==> config.mk <==
export PLATFORM = sky130hd
export DESIGN_NAME = ycr1_tcm_arb
export DESIGN_NICKNAME = d
export VERILOG_FILES = /design/src/rtl/ycr1_tcm_arb.sv
export SDC_FILE = /design/constraint.sdc
export NUM_CORES = 1
export LEC_CHECK = 0
export ABC_AREA = 1
export CORE_AREA = 5 5 73 75
export CTS_BUF_LIST = sky130_fd_sc_hd__clkbuf_4 sky130_fd_sc_hd__clkbuf_8
export DETAILED_ROUTE_END_ITERATION = 7
export DIE_AREA = 0 0 78 80
export GPL_TIMING_DRIVEN = 0
export PLACE_DENSITY = 0.68
export SLEW_MARGIN = 40
export SYNTH_ARGS = -nofsm -noshare
export SYNTH_HDL_FRONTEND = slang
export SYNTH_SLANG_ARGS = --single-unit
==> constraint.sdc <==
create_clock -name clk -period 2.06 [get_ports clk]
set_input_delay 0.412 -clock clk [delete_from_list [all_inputs] [get_ports clk]]
set_output_delay 0.412 -clock clk [all_outputs]
set_load 0.01 [all_outputs]
==> src/rtl/ycr1_tcm_arb.sv <==
// TCM grant arbiter: round-robin with starvation override and bounded lock.
// Grant is held from selection through tcm_done, then one idle bubble.
module ycr1_tcm_arb #(
  parameter int NREQ       = 3,
  parameter int STARVE_MAX = 4,
  parameter int LOCK_MAX   = 8
) (
  input  logic                    clk,
  input  logic                    rst,
  input  logic [NREQ-1:0]         req,
  input  logic [NREQ-1:0]         lock,
  input  logic                    tcm_ack,
  input  logic                    tcm_done,
  output logic [NREQ-1:0]         gnt,
  output logic                    gnt_vld,
  output logic [$clog2(NREQ)-1:0] gnt_id,
  output logic                    starve_evt
);

  localparam int IW = $clog2(NREQ);
  localparam int SW = $clog2(STARVE_MAX + 1);
  localparam int LW = $clog2(LOCK_MAX + 1);

  localparam logic [SW-1:0]   SMAX = SW'(STARVE_MAX);
  localparam logic [LW-1:0]   LTOP = LW'(LOCK_MAX - 1);
  localparam logic [NREQ-1:0] ONE  = NREQ'(1);

  typedef enum logic [1:0] {
    IDLE,
    GRANT,
    WAIT
  } state_t;

  state_t state;
  state_t state_nxt;

  logic [NREQ-1:0][SW-1:0] scnt;
  logic [NREQ-1:0][SW-1:0] scnt_inc;
  logic [NREQ-1:0][SW-1:0] scnt_nxt;
  logic [LW-1:0]           lcnt;
  logic [LW-1:0]           lcnt_nxt;
  logic [IW-1:0]           rr_ptr;
  logic [IW-1:0]           rr_nxt;
  logic [IW-1:0]           gid_nxt;
  logic [IW-1:0]           rr_win;
  logic [IW-1:0]           st_win;
  logic [NREQ-1:0]         gnt_nxt;
  logic                    sevt_nxt;
  logic                    rr_found;
  logic                    st_found;
  logic                    starve_hit;
  logic                    keep;
  logic                    done_w;
  int                      idx;

  assign gnt_vld = |gnt;
  assign done_w  = (state == WAIT) && tcm_done;

  // Candidate winners for an IDLE selection
  always_comb begin
    st_found = 1'b0;
    st_win   = '0;
    for (int i = NREQ - 1; i >= 0; i--) begin
      if (req[i] && scnt[i] == SMAX) begin
        st_found = 1'b1;
        st_win   = IW'(i);
      end
    end
    rr_found = 1'b0;
    rr_win   = rr_ptr;
    idx      = 0;
    for (int k = 0; k < NREQ; k++) begin
      idx = int'(rr_ptr) + k;
      if (idx >= NREQ) idx = idx - NREQ;
      if (!rr_found && req[IW'(idx)]) begin
        rr_found = 1'b1;
        rr_win   = IW'(idx);
      end
    end
  end

  // Starvation ageing on completions; the lock breaks as soon as a
  // waiting requester reaches the limit on this very completion.
  always_comb begin
    scnt_inc   = scnt;
    starve_hit = 1'b0;
    for (int i = 0; i < NREQ; i++) begin
      if (done_w && IW'(i) != gnt_id && req[i]
          && scnt[i] != SMAX) begin
        scnt_inc[i] = scnt[i] + 1'b1;
      end
      if (IW'(i) != gnt_id && scnt_inc[i] == SMAX) begin
        starve_hit = 1'b1;
      end
    end
    keep = lock[gnt_id] && req[gnt_id]
        && (lcnt < LTOP) && !starve_hit;
  end

  always_comb begin
    state_nxt = state;
    gnt_nxt   = gnt;
    gid_nxt   = gnt_id;
    rr_nxt    = rr_ptr;
    lcnt_nxt  = lcnt;
    sevt_nxt  = 1'b0;
    scnt_nxt  = scnt_inc;
    unique case (state)
      IDLE: begin
        for (int i = 0; i < NREQ; i++) begin
          if (!req[i]) scnt_nxt[i] = '0;
        end
        if (|req) begin
          state_nxt         = GRANT;
          gid_nxt           = st_found ? st_win : rr_win;
          gnt_nxt           = ONE << gid_nxt;
          sevt_nxt          = st_found;
          scnt_nxt[gid_nxt] = '0;
        end
      end
      GRANT: begin
        if (tcm_ack) begin
          state_nxt = WAIT;
        end else if (!req[gnt_id]) begin
          state_nxt = IDLE;
          gnt_nxt   = '0;
          lcnt_nxt  = '0;
        end
      end
      WAIT: begin
        if (tcm_done) begin
          if (keep) begin
            state_nxt = GRANT;
            lcnt_nxt  = lcnt + 1'b1;
          end else begin
            state_nxt = IDLE;
            gnt_nxt   = '0;
            lcnt_nxt  = '0;
            rr_nxt    = (gnt_id == IW'(NREQ - 1)) ?
                        '0 : gnt_id + 1'b1;
          end
        end
      end
      default: begin
        state_nxt = IDLE;
        gnt_nxt   = '0;
      end
    endcase
  end

  always_ff @(posedge clk) begin
    if (rst) begin
      state      <= IDLE;
      gnt        <= '0;
      gnt_id     <= '0;
      starve_evt <= 1'b0;
      rr_ptr     <= '0;
      scnt       <= '0;
      lcnt       <= '0;
    end else begin
      state      <= state_nxt;
      gnt        <= gnt_nxt;
      gnt_id     <= gid_nxt;
      starve_evt <= sevt_nxt;
      rr_ptr     <= rr_nxt;
      scnt       <= scnt_nxt;
      lcnt       <= lcnt_nxt;
    end
  end

endmodule

==> results.ini, run 1 <==
[outcome]
status = finished, final reports clean

[critical_path]
worstSetupEndpointType = flip-flop
reg2reg_to = scnt[3]
critPathCapture = scnt[3]
cp.depth = 14
slowest_stage = dfxtp_4
r2r-start = rr_ptr[1]
startpoint = rr_ptr[1]
critPathTopFamily = simple AND/OR/NAND/NOR gates
slowest_delay_ns = 0.39
regToRegSetupSlack_ns = 0.11
critPathLaunchType = flip-flop
timing.critical_path.cells = inv_1, ha_4, inv_2, nand2_1, nand3_1, nand2_2, nand3_4, nor2_4, nor2_2, nand2_1, nand2_2, nand3_2, o211ai_1, nor2_1
r2r_cells = 14
crit_required_ns = 2.21
crit_fanout = 6
worstSetupPathType = flip-flop to flip-flop
crit_arrival_ns = 2.10
cp_num_buf_inv = 2

[die]
io_pins = 17
design.die.area_um2 = 6240
num_rows = 25
die_x_um = 78
initial_core_util_pct = 38.0
die_h_um = 80
design.core.area_um2 = 4600

[routing]
num_vias = 1670
drt_iter0_drc = 69
drt-total-wl_um = 3940
ant_nets = 0
routedWlPerCell_um = 11.5
drt_first_pass_iters = 4
avgViaCountPerCell = 4.90
route.detailed.drc = 0

[worst_hold_path]
hp-class = flip-flop to flip-flop

[clock_network]
cts_buffers = 3
cts_tree = yes
cts_max_level = 1
clock-root-buffer = clkbuf_8
cts.hold.buffers_added = 0
cts_sinks = 23
cts_buffer_depth = 2
clk-insertion-delay-late_ns = 0.26
clk_pin_slew_ns = 0.09

[yosys]
async_reset_ff_share_pct = 0
synth_top_area_share_pct = 26.3
syn_avg_cell_area_um2 = 6.72
seq_area_frac_synth_pct = 26.3
synth_warnings = 0
yosysTopAreaCell = dfxtp_1
synth_cells = 260
ys_dominant_reg_cell = dfxtp_1
synth_edf_count = 0
ys_types = 37
synth_common_cells = nand2_1 (65), inv_1 (33), nand3_1 (30)
netlist_area_um2 = 1750
synth_seq_cells = 23
syn_nets = 279
yosysMostFrequentCell = nand2_1
ys_top_cells_by_area = dfxtp_1 (26%), nand2_1 (14%), nand3_1 (8.6%), inv_1 (7.1%), ha_1 (6.4%)

[placed_design]
gp_congestion = 0.934
port_buffers = 16
dp_slack_ns = -0.303
hpwl_um = 2950

[power_and_ir_drop]
finalPower_mw = 1.24
cellPowerDensity_nw_per_um2 = 567
ir_worst_vdd_mv = 0.529
cellLeakagePower_nw = 0.997

[cells_and_area]
final-seq-area_um2 = 473
syn_to_final_growth_pct = 25.4
nFillCells = 445
drive_above_1_share_pct = 28.6
num-nets-final = 307
multi_input_area_um2 = 1220
num_antenna_cells = 0

[timing]
drv_slew = 0
hold_viol_final = 0
grt_setup_unrepaired = yes
layout_setup_ws_ns = 0.107
skew_ns = 0.00203
slew_headroom_pct = 74.5
tns_ns = 0
min_period_over_period_pct = 94.8
setup_viol = 0
finalCriticalPeriod_ns = 1.95
worst_pin_slew_ns = 0.381
fmax_mhz = 512

[global_route]
grt_overflow = 0
track_usage_pct = 12.6
grt_pass1_wl_um = 6590
grt_pass1_vias = 1519
antenna_found_initial = 0
grt_max_degree = 14

[run]
maxCapViolations = 0

## layout make-up
type                            count  area share, %
Timing Repair Buffer               23           9.99
Clock inverter                      1          0.228
Tap cell                           54           3.08
Sequential cell                    23           21.6
Inverter                           42           7.42
Clock buffer                        3           1.88
Multi-Input combinational cell    195           55.8
## cells by family after synthesis
| logic type | count (synthesis) | share of synthesized area, % |
|---|---|---|
| DFF | 23 | 26.3 |
| muxes | 1 | 0.573 |
| and+or+nand+nor | 154 | 44.0 |
| buffers and inverters | 42 | 9.31 |
| adders and majority gates | 9 | 6.44 |
| xor gates and xnor gates | 5 | 2.51 |
| AOI/OAI and AO/OA | 26 | 10.9 |
## through the flow
stage	utilization [%]	hold WS, ns	instance area, um^2	instances
after global placement	43.0	0.490	1980	330
after global routing	47.7	0.538	2190	341
final	47.7	0.508	2190	341
after CTS	44.2	0.512	2030	334
after floorplan	-	0.474	1750	260
after detailed placement	43.0	0.497	1980	330
## worst min-delay path by stage
| stage | cells past startpoint | slack, ns | endpoint | start |
|---|---|---|---|---|
| after global routing | 2 | 0.54 | lcnt[0] | lcnt[0] |
| after global placement | 2 | 0.49 | lcnt[0] | lcnt[0] |
| final | 2 | 0.51 | lcnt[0] | lcnt[0] |
| after floorplan | 2 | 0.47 | lcnt[0] | lcnt[0] |
| after CTS | 2 | 0.51 | lcnt[0] | lcnt[0] |
| after detailed placement | 2 | 0.50 | lcnt[0] | lcnt[0] |
## registers in the layout (all words and copies together), names as in the netlist
register    flops
scnt            9
lcnt            4
gnt             3
gnt_id          2
rr_ptr          2
state           2
starve_evt      1
## worst reg2reg max path: cells and delay by family, from the launching register on
kind / cells / cell delay, ns
flip-flops: 1 / 0.39
AND/OR/NAND/NOR: 10 / 0.95
AO/OA/AOI/OAI: 1 / 0.18
buffers and inverters: 2 / 0.15
adder cells (fa/ha/maj): 1 / 0.18
## where the power goes
group	total, mW	leakage, nW	internal, mW	switching, mW
clock network	0.288	0.0255	0.135	0.153
logic	0.457	0.781	0.184	0.272
registers	0.499	0.191	0.470	0.0285
total	1.24	0.997	0.790	0.453
## layout by cell type, fill, tap and decap left out, types with 2 or more instances in the layout
master,instances
xnor2_1,2
buf_4,7
nor2_4,6
dlymetal6s2s_1,3
o211ai_1,2
dfxtp_2,4
xor2_1,3
clkbuf_8,3
ha_1,6
clkdlybuf4s50_1,12
nand2_4,3
dfxtp_1,17
a21oi_2,2
nor2_1,23
a21oi_4,2
nand3_1,26
nand3_2,4
nand2_1,58
nor2_2,10
or2_2,2
o21ai_0,2
dfxtp_4,2
ha_4,2
o21ai_1,4
inv_2,12
inv_1,28
a21oi_1,7
nand3_4,3
nand2_2,13
## what timing repair did
action                                  4_1_cts  5_1_grt
setup buffers                                 0        7
pin swaps                                     0       17
gates resized for setup                       3       38
endpoints found under the setup margin       12       19
## routing by layer
metal | track usage, % | vias up | routed length (um)
li1 | - | 884 | -
met1 | 16.5 | 750 | 1870
met2 | 21.6 | 30 | 1870
met3 | 1.58 | 6 | 141
met4 | 3.55 | 0 | 53
met5 | 0 | - | 0
(Power assumes the default switching activity.)
==> inputs of run 2 (changes only) <==
--- a/config.mk
+++ b/config.mk
@@ -11,7 +11,7 @@
 export DETAILED_ROUTE_END_ITERATION = 7
 export DIE_AREA = 0 0 78 80
 export GPL_TIMING_DRIVEN = 0
-export PLACE_DENSITY = 0.68
+export MAX_ROUTING_LAYER = met4
 export SLEW_MARGIN = 40
 export SYNTH_ARGS = -nofsm -noshare
 export SYNTH_HDL_FRONTEND = slang
==> run 2 against run 1 <==
  * Via count fell by 1.1%
  * Clock skew rose by 0.0027 ns
  * Cell count fell by 0.29%
  * Worst hold slack improved by 0.0017 ns
  * Count of clock-buffer cells in the layout did not move
  * Clock power barely moved
  * First-iteration DRC count rose by 7.2%
  * Sequential power barely moved
  * Critical path type unchanged
  * Critical endpoint is now scnt[2]
  * Highest routed layer unchanged
==> results.ini, run 2 (same netlist as run 1, synthesis figures left out) <==
[routing]
avgViaCountPerCell = 4.86
drt_iter0_drc = 74
drt-total-wl_um = 4070
routedWlPerCell_um = 12.0
ant_nets = 0
drt_first_pass_iters = 4
num_vias = 1652
wl_met2_um = 1940
wl_met3_um = 151
route.detailed.drc = 0
topRoutingLayerUsed = met4
wl_met1_um = 1910

[die]
design.core.area_um2 = 4600
die_h_um = 80
initial_core_util_pct = 38.0
io_pins = 17
design.die.area_um2 = 6240
die_x_um = 78
num_rows = 25

[timing]
setup_viol = 0
drv_slew = 0
grt_setup_unrepaired = yes
layout_setup_ws_ns = 0.133
skew_ns = 0.00476
worst_pin_slew_ns = 0.377
fmax_mhz = 519
min_period_over_period_pct = 93.6
slew_headroom_pct = 74.7
finalCriticalPeriod_ns = 1.93
hold_viol_final = 0

[placed_design]
dp_slack_ns = -0.350
dp.cells = 330
hpwl_um = 3130
gp_congestion = 0.923
port_buffers = 16

[cells_and_area]
drive_above_1_share_pct = 28.3
nFillCells = 487
num-nets-final = 306
largest_reg_flops = 9
multi_input_area_um2 = 1210
stdcell_count = 340
num_antenna_cells = 0
reg_top3 = scnt (9), lcnt (4), gnt (3)
layout_common_cells = nand2_1 (59), inv_1 (28), nor2_1 (25), nand3_1 (25), dfxtp_1 (16)
final-seq-area_um2 = 474
syn_to_final_growth_pct = 24.3
layout_commonest_cell = nand2_1
top_register = scnt

[power_and_ir_drop]
pwr-share-comb_pct = 36.1
seqPwrFrac_pct = 40.5
ir_worst_vdd_mv = 0.266
p_sw_share_pct = 36.3
p_int_mw = 0.785
cellLeakagePower_nw = 0.982
p_sw_mw = 0.447
clkPwrFrac_pct = 23.4
cellPowerDensity_nw_per_um2 = 567

[global_route]
grt_max_degree = 14
grt_pass1_wl_um = 6940
grt_overflow = 0
grt_pass1_vias = 1547
track_usage_pct = 14.0
antenna_found_initial = 0

[outcome]
status = finished, final reports clean

[critical_path]
critPathLaunchType = flip-flop
timing.critical_path.cells = inv_2, ha_4, inv_2, nand2_1, nand3_2, nand2_4, nand3_1, nand3_1, nand2_1, a21oi_1, nand3_2, o211ai_1, nor2_1
worstSetupPathType = flip-flop to flip-flop
slowest_delay_ns = 0.38
slowest_stage = dfxtp_4
crit_required_ns = 2.22
crit_arrival_ns = 2.09
worstSetupEndpointType = flip-flop
crit_fanout = 6
critPathTopFamily = simple AND/OR/NAND/NOR gates
cp_num_buf_inv = 2

[worst_hold_path]
hp-class = flip-flop to flip-flop

[clock_network]
cts_max_level = 1
cts_buffers = 3
cts_tree = yes
clock-root-buffer = clkbuf_8
clk_pin_slew_ns = 0.09
cts_sinks = 23
clk-insertion-delay-late_ns = 0.27
cts_buffer_depth = 2

[run]
maxCapViolations = 0

-- run 2: tightest hold or removal path: cells and delay by family (launching register included) --
| kind | cells | cell delay (ns) |
|---|---|---|
| AO/OA/AOI/OAI | 1 | 0.05 |
| AND/OR/NAND/NOR | 1 | 0.09 |
| flip-flops | 1 | 0.34 |
-- run 2: worst paths after layout --
path         startpoint       to  slack, ns  cells past startpoint
min reg2reg     lcnt[0]  lcnt[0]       0.51                      2
max reg2reg   rr_ptr[0]  scnt[2]       0.13                     13
max           rr_ptr[0]  scnt[2]       0.13                     13
min             lcnt[0]  lcnt[0]       0.51                      2
-- run 2: final cells by class --
class | instances | share of cell area (%)
clock buffer | 3 | 1.90
clock inverter | 1 | 0.230
sequential | 23 | 21.8
tap | 54 | 3.11
multi-input combinational | 195 | 55.9
timing repair buffer | 22 | 9.39
inverter | 42 | 7.60
-- run 2: metrics by stage --
stage,power (mW),instance area [um^2],util [%],hold slack (ns),TNS [ns]
after floorplan,0.795,1750,-,0.474,0
after global placement,0.928,1980,43.0,0.492,-5.38
after detailed placement,0.928,1980,43.0,0.492,-5.24
after CTS,1.23,2040,44.3,0.509,0
after global routing,1.33,2170,47.2,0.547,-0.271
final,1.23,2170,47.2,0.510,0
-- run 2: power groups by stage --
stage | clock network, mW | registers, mW | logic [mW]
3_5_place_dp | 0 | 0.510 | 0.418
4_1_cts | 0.306 | 0.500 | 0.422
5_1_grt | 0.324 | 0.505 | 0.501
6_report | 0.289 | 0.499 | 0.444
3_3_place_gp | 0 | 0.510 | 0.417
2_1_floorplan | 0 | 0.514 | 0.281
-- run 2: metal layers --
metal | vias to the layer above | track usage (%)
met1 | 739 | 17.3
met3 | 7 | 2.14
met2 | 28 | 23.4
met4 | 0 | 4.56
li1 | 878 | -
met5 | - | -
-- run 2: timing repair --
action,CTS,global route
buffers inserted,0,6
endpoints found under the setup margin,13,18
cloned,0,0
resized for setup,7,34
hold buffers,0,0
pin swaps,0,19
==> inputs of run 3 (changes only) <==
--- a/config.mk
+++ b/config.mk
@@ -6,10 +6,10 @@
 export NUM_CORES = 1
 export LEC_CHECK = 0
 export ABC_AREA = 1
-export CORE_AREA = 5 5 73 75
+export CORE_AREA = 8 8 76 78
 export CTS_BUF_LIST = sky130_fd_sc_hd__clkbuf_4 sky130_fd_sc_hd__clkbuf_8
 export DETAILED_ROUTE_END_ITERATION = 7
-export DIE_AREA = 0 0 78 80
+export DIE_AREA = 0 0 84 86
 export GPL_TIMING_DRIVEN = 0
 export MAX_ROUTING_LAYER = met4
 export SLEW_MARGIN = 40
==> run 3 against run 2 <==
  * Critical path depth rose by 3
  * Critical path type unchanged
  * Critical endpoint is now gnt[1]
  * Non-clock buffer count shrank 1
  * Register-to-register slack about the same
  * Flip-flop and latch count did not move
  * Sequential share of layout area is 0.074 points higher
==> results.ini, run 3 (same netlist as run 1, synthesis figures left out) <==
[outcome]
status = finished, final reports clean

[cells_and_area]
num_antenna_cells = 0
final_core_util_pct = 46.8
layout_commonest_cell = nand2_1
reg_top3 = scnt (9), lcnt (4), gnt (3)
design_area_um2 = 2150
stdcell_count = 339
final-seq-area_um2 = 472
largest_reg_flops = 9
top_register = scnt
drive_above_1_share_pct = 26.3
layout_common_cells = nand2_1 (59), inv_1 (29), nand3_1 (26)
num-nets-final = 305
multi_input_area_um2 = 1200
nFillCells = 477
syn_to_final_growth_pct = 23.2

[worst_hold_path]
hp-class = flip-flop to flip-flop

[routing]
num_vias = 1639
wl_met2_um = 1850
topRoutingLayerUsed = met4
drt_iter0_drc = 76
routedWlPerCell_um = 11.8
wl_met1_um = 2010
ant_nets = 0
wl_met3_um = 106
route.detailed.drc = 0
avgViaCountPerCell = 4.83
drt_first_pass_iters = 5
drt-total-wl_um = 4010

[timing]
finalCriticalPeriod_ns = 1.93
fmax_mhz = 517
holdWs_ns = 0.507
tns_ns = 0
layout_setup_ws_ns = 0.125
setup_viol = 0
drv_slew = 0
min_period_over_period_pct = 93.9
grt_setup_unrepaired = yes
hold_viol_final = 0
slew_headroom_pct = 75.0
skew_ns = 0.00156
worst_pin_slew_ns = 0.373

[global_route]
grt_overflow = 0
grt_pass1_wl_um = 6780
grt_max_degree = 14
grt_pass1_vias = 1491
antenna_found_initial = 0
track_usage_pct = 11.4

[critical_path]
timing.critical_path.cells = inv_2, ha_4, buf_4, nand2_1, nand3_2, nand2_1, nand3_1, nand3_1, nand2_1, nand2_1, nand2_2, nand3_2, buf_4, nand3_1, nand2_1, nor2_1
crit_fanout = 5
critPathLaunchType = flip-flop
critPathTopFamily = simple AND/OR/NAND/NOR gates
worstSetupEndpointType = flip-flop
crit_path_frequent_cell = nand2_1
crit_arrival_ns = 2.15
slowest_delay_ns = 0.37
slowest_stage = dfxtp_4
crit_required_ns = 2.27
cp_num_buf_inv = 3
worstSetupPathType = flip-flop to flip-flop

[die]
die_x_um = 84
design.core.area_um2 = 4600
io_pins = 17
num_rows = 25
design.die.area_um2 = 7220
initial_core_util_pct = 38.0
die_h_um = 86

[power_and_ir_drop]
finalPower_mw = 1.23
ir_worst_vdd_mv = 0.264
p_sw_share_pct = 36.0
cellLeakagePower_nw = 0.984
p_int_mw = 0.789
clkPwrFrac_pct = 23.5
seqPwrFrac_pct = 40.5
cellPowerDensity_nw_per_um2 = 572
p_sw_mw = 0.444
pwr-share-comb_pct = 36.0

[clock_network]
clock-root-buffer = clkbuf_8
cts_buffers = 3
clk-insertion-delay-late_ns = 0.27
cts.hold.buffers_added = 0
clk_pin_slew_ns = 0.09
cts_max_level = 1
cts_sinks = 23
cts_buffer_depth = 2
cts_tree = yes

[placed_design]
dp_slack_ns = -0.329
placed_cell_area_um2 = 1980
port_buffers = 16
hpwl_um = 3110
dp.cells = 330
gp_congestion = 0.786

[run]
maxCapViolations = 0

==> run 3: what timing repair did <==
item / 4_1_cts / 5_1_grt
pin swaps: 0 / 17
setup endpoints to repair: 12 / 19
buffers inserted: 0 / 5
resized for setup: 8 / 26
==> run 3: power groups by stage <==
stage | Clock (mW) | Combinational (mW) | Sequential [mW]
2_1_floorplan | 0 | 0.281 | 0.514
3_3_place_gp | 0 | 0.416 | 0.510
3_5_place_dp | 0 | 0.416 | 0.510
4_1_cts | 0.301 | 0.420 | 0.500
5_1_grt | 0.321 | 0.498 | 0.503
6_report | 0.290 | 0.444 | 0.499
==> run 3: tightest hold or removal path, stage by stage, from the launching register on <==
cell and delay (ns):
dfxtp_1 0.34, nand2_1 0.08, a21oi_2 0.05
==> run 3: path summary, 6_finish.rpt <==
| kind | start | endpoint | slack, ns | cells past startpoint |
|---|---|---|---|---|
| setup / recovery | rr_ptr[0] | gnt[1] | 0.13 | 16 |
| hold / removal | lcnt[0] | lcnt[0] | 0.51 | 2 |
| setup reg to reg | rr_ptr[0] | gnt[1] | 0.13 | 16 |
| hold reg to reg | lcnt[0] | lcnt[0] | 0.51 | 2 |
==> run 3: area by class of cell <==
cell class,count,area share (%)
Clock inverter,1,0.232
Inverter,42,7.67
Timing Repair Buffer,21,9.30
Clock buffer,3,1.92
Multi-Input combinational cell,195,55.8
Tap cell,54,3.14
Sequential cell,23,21.9
==> run 3: metal layers <==
metal	up-vias	track usage, %
met4	0	3.77
met3	5	1.80
met5	-	-
met2	26	18.5
li1	874	-
met1	734	14.1
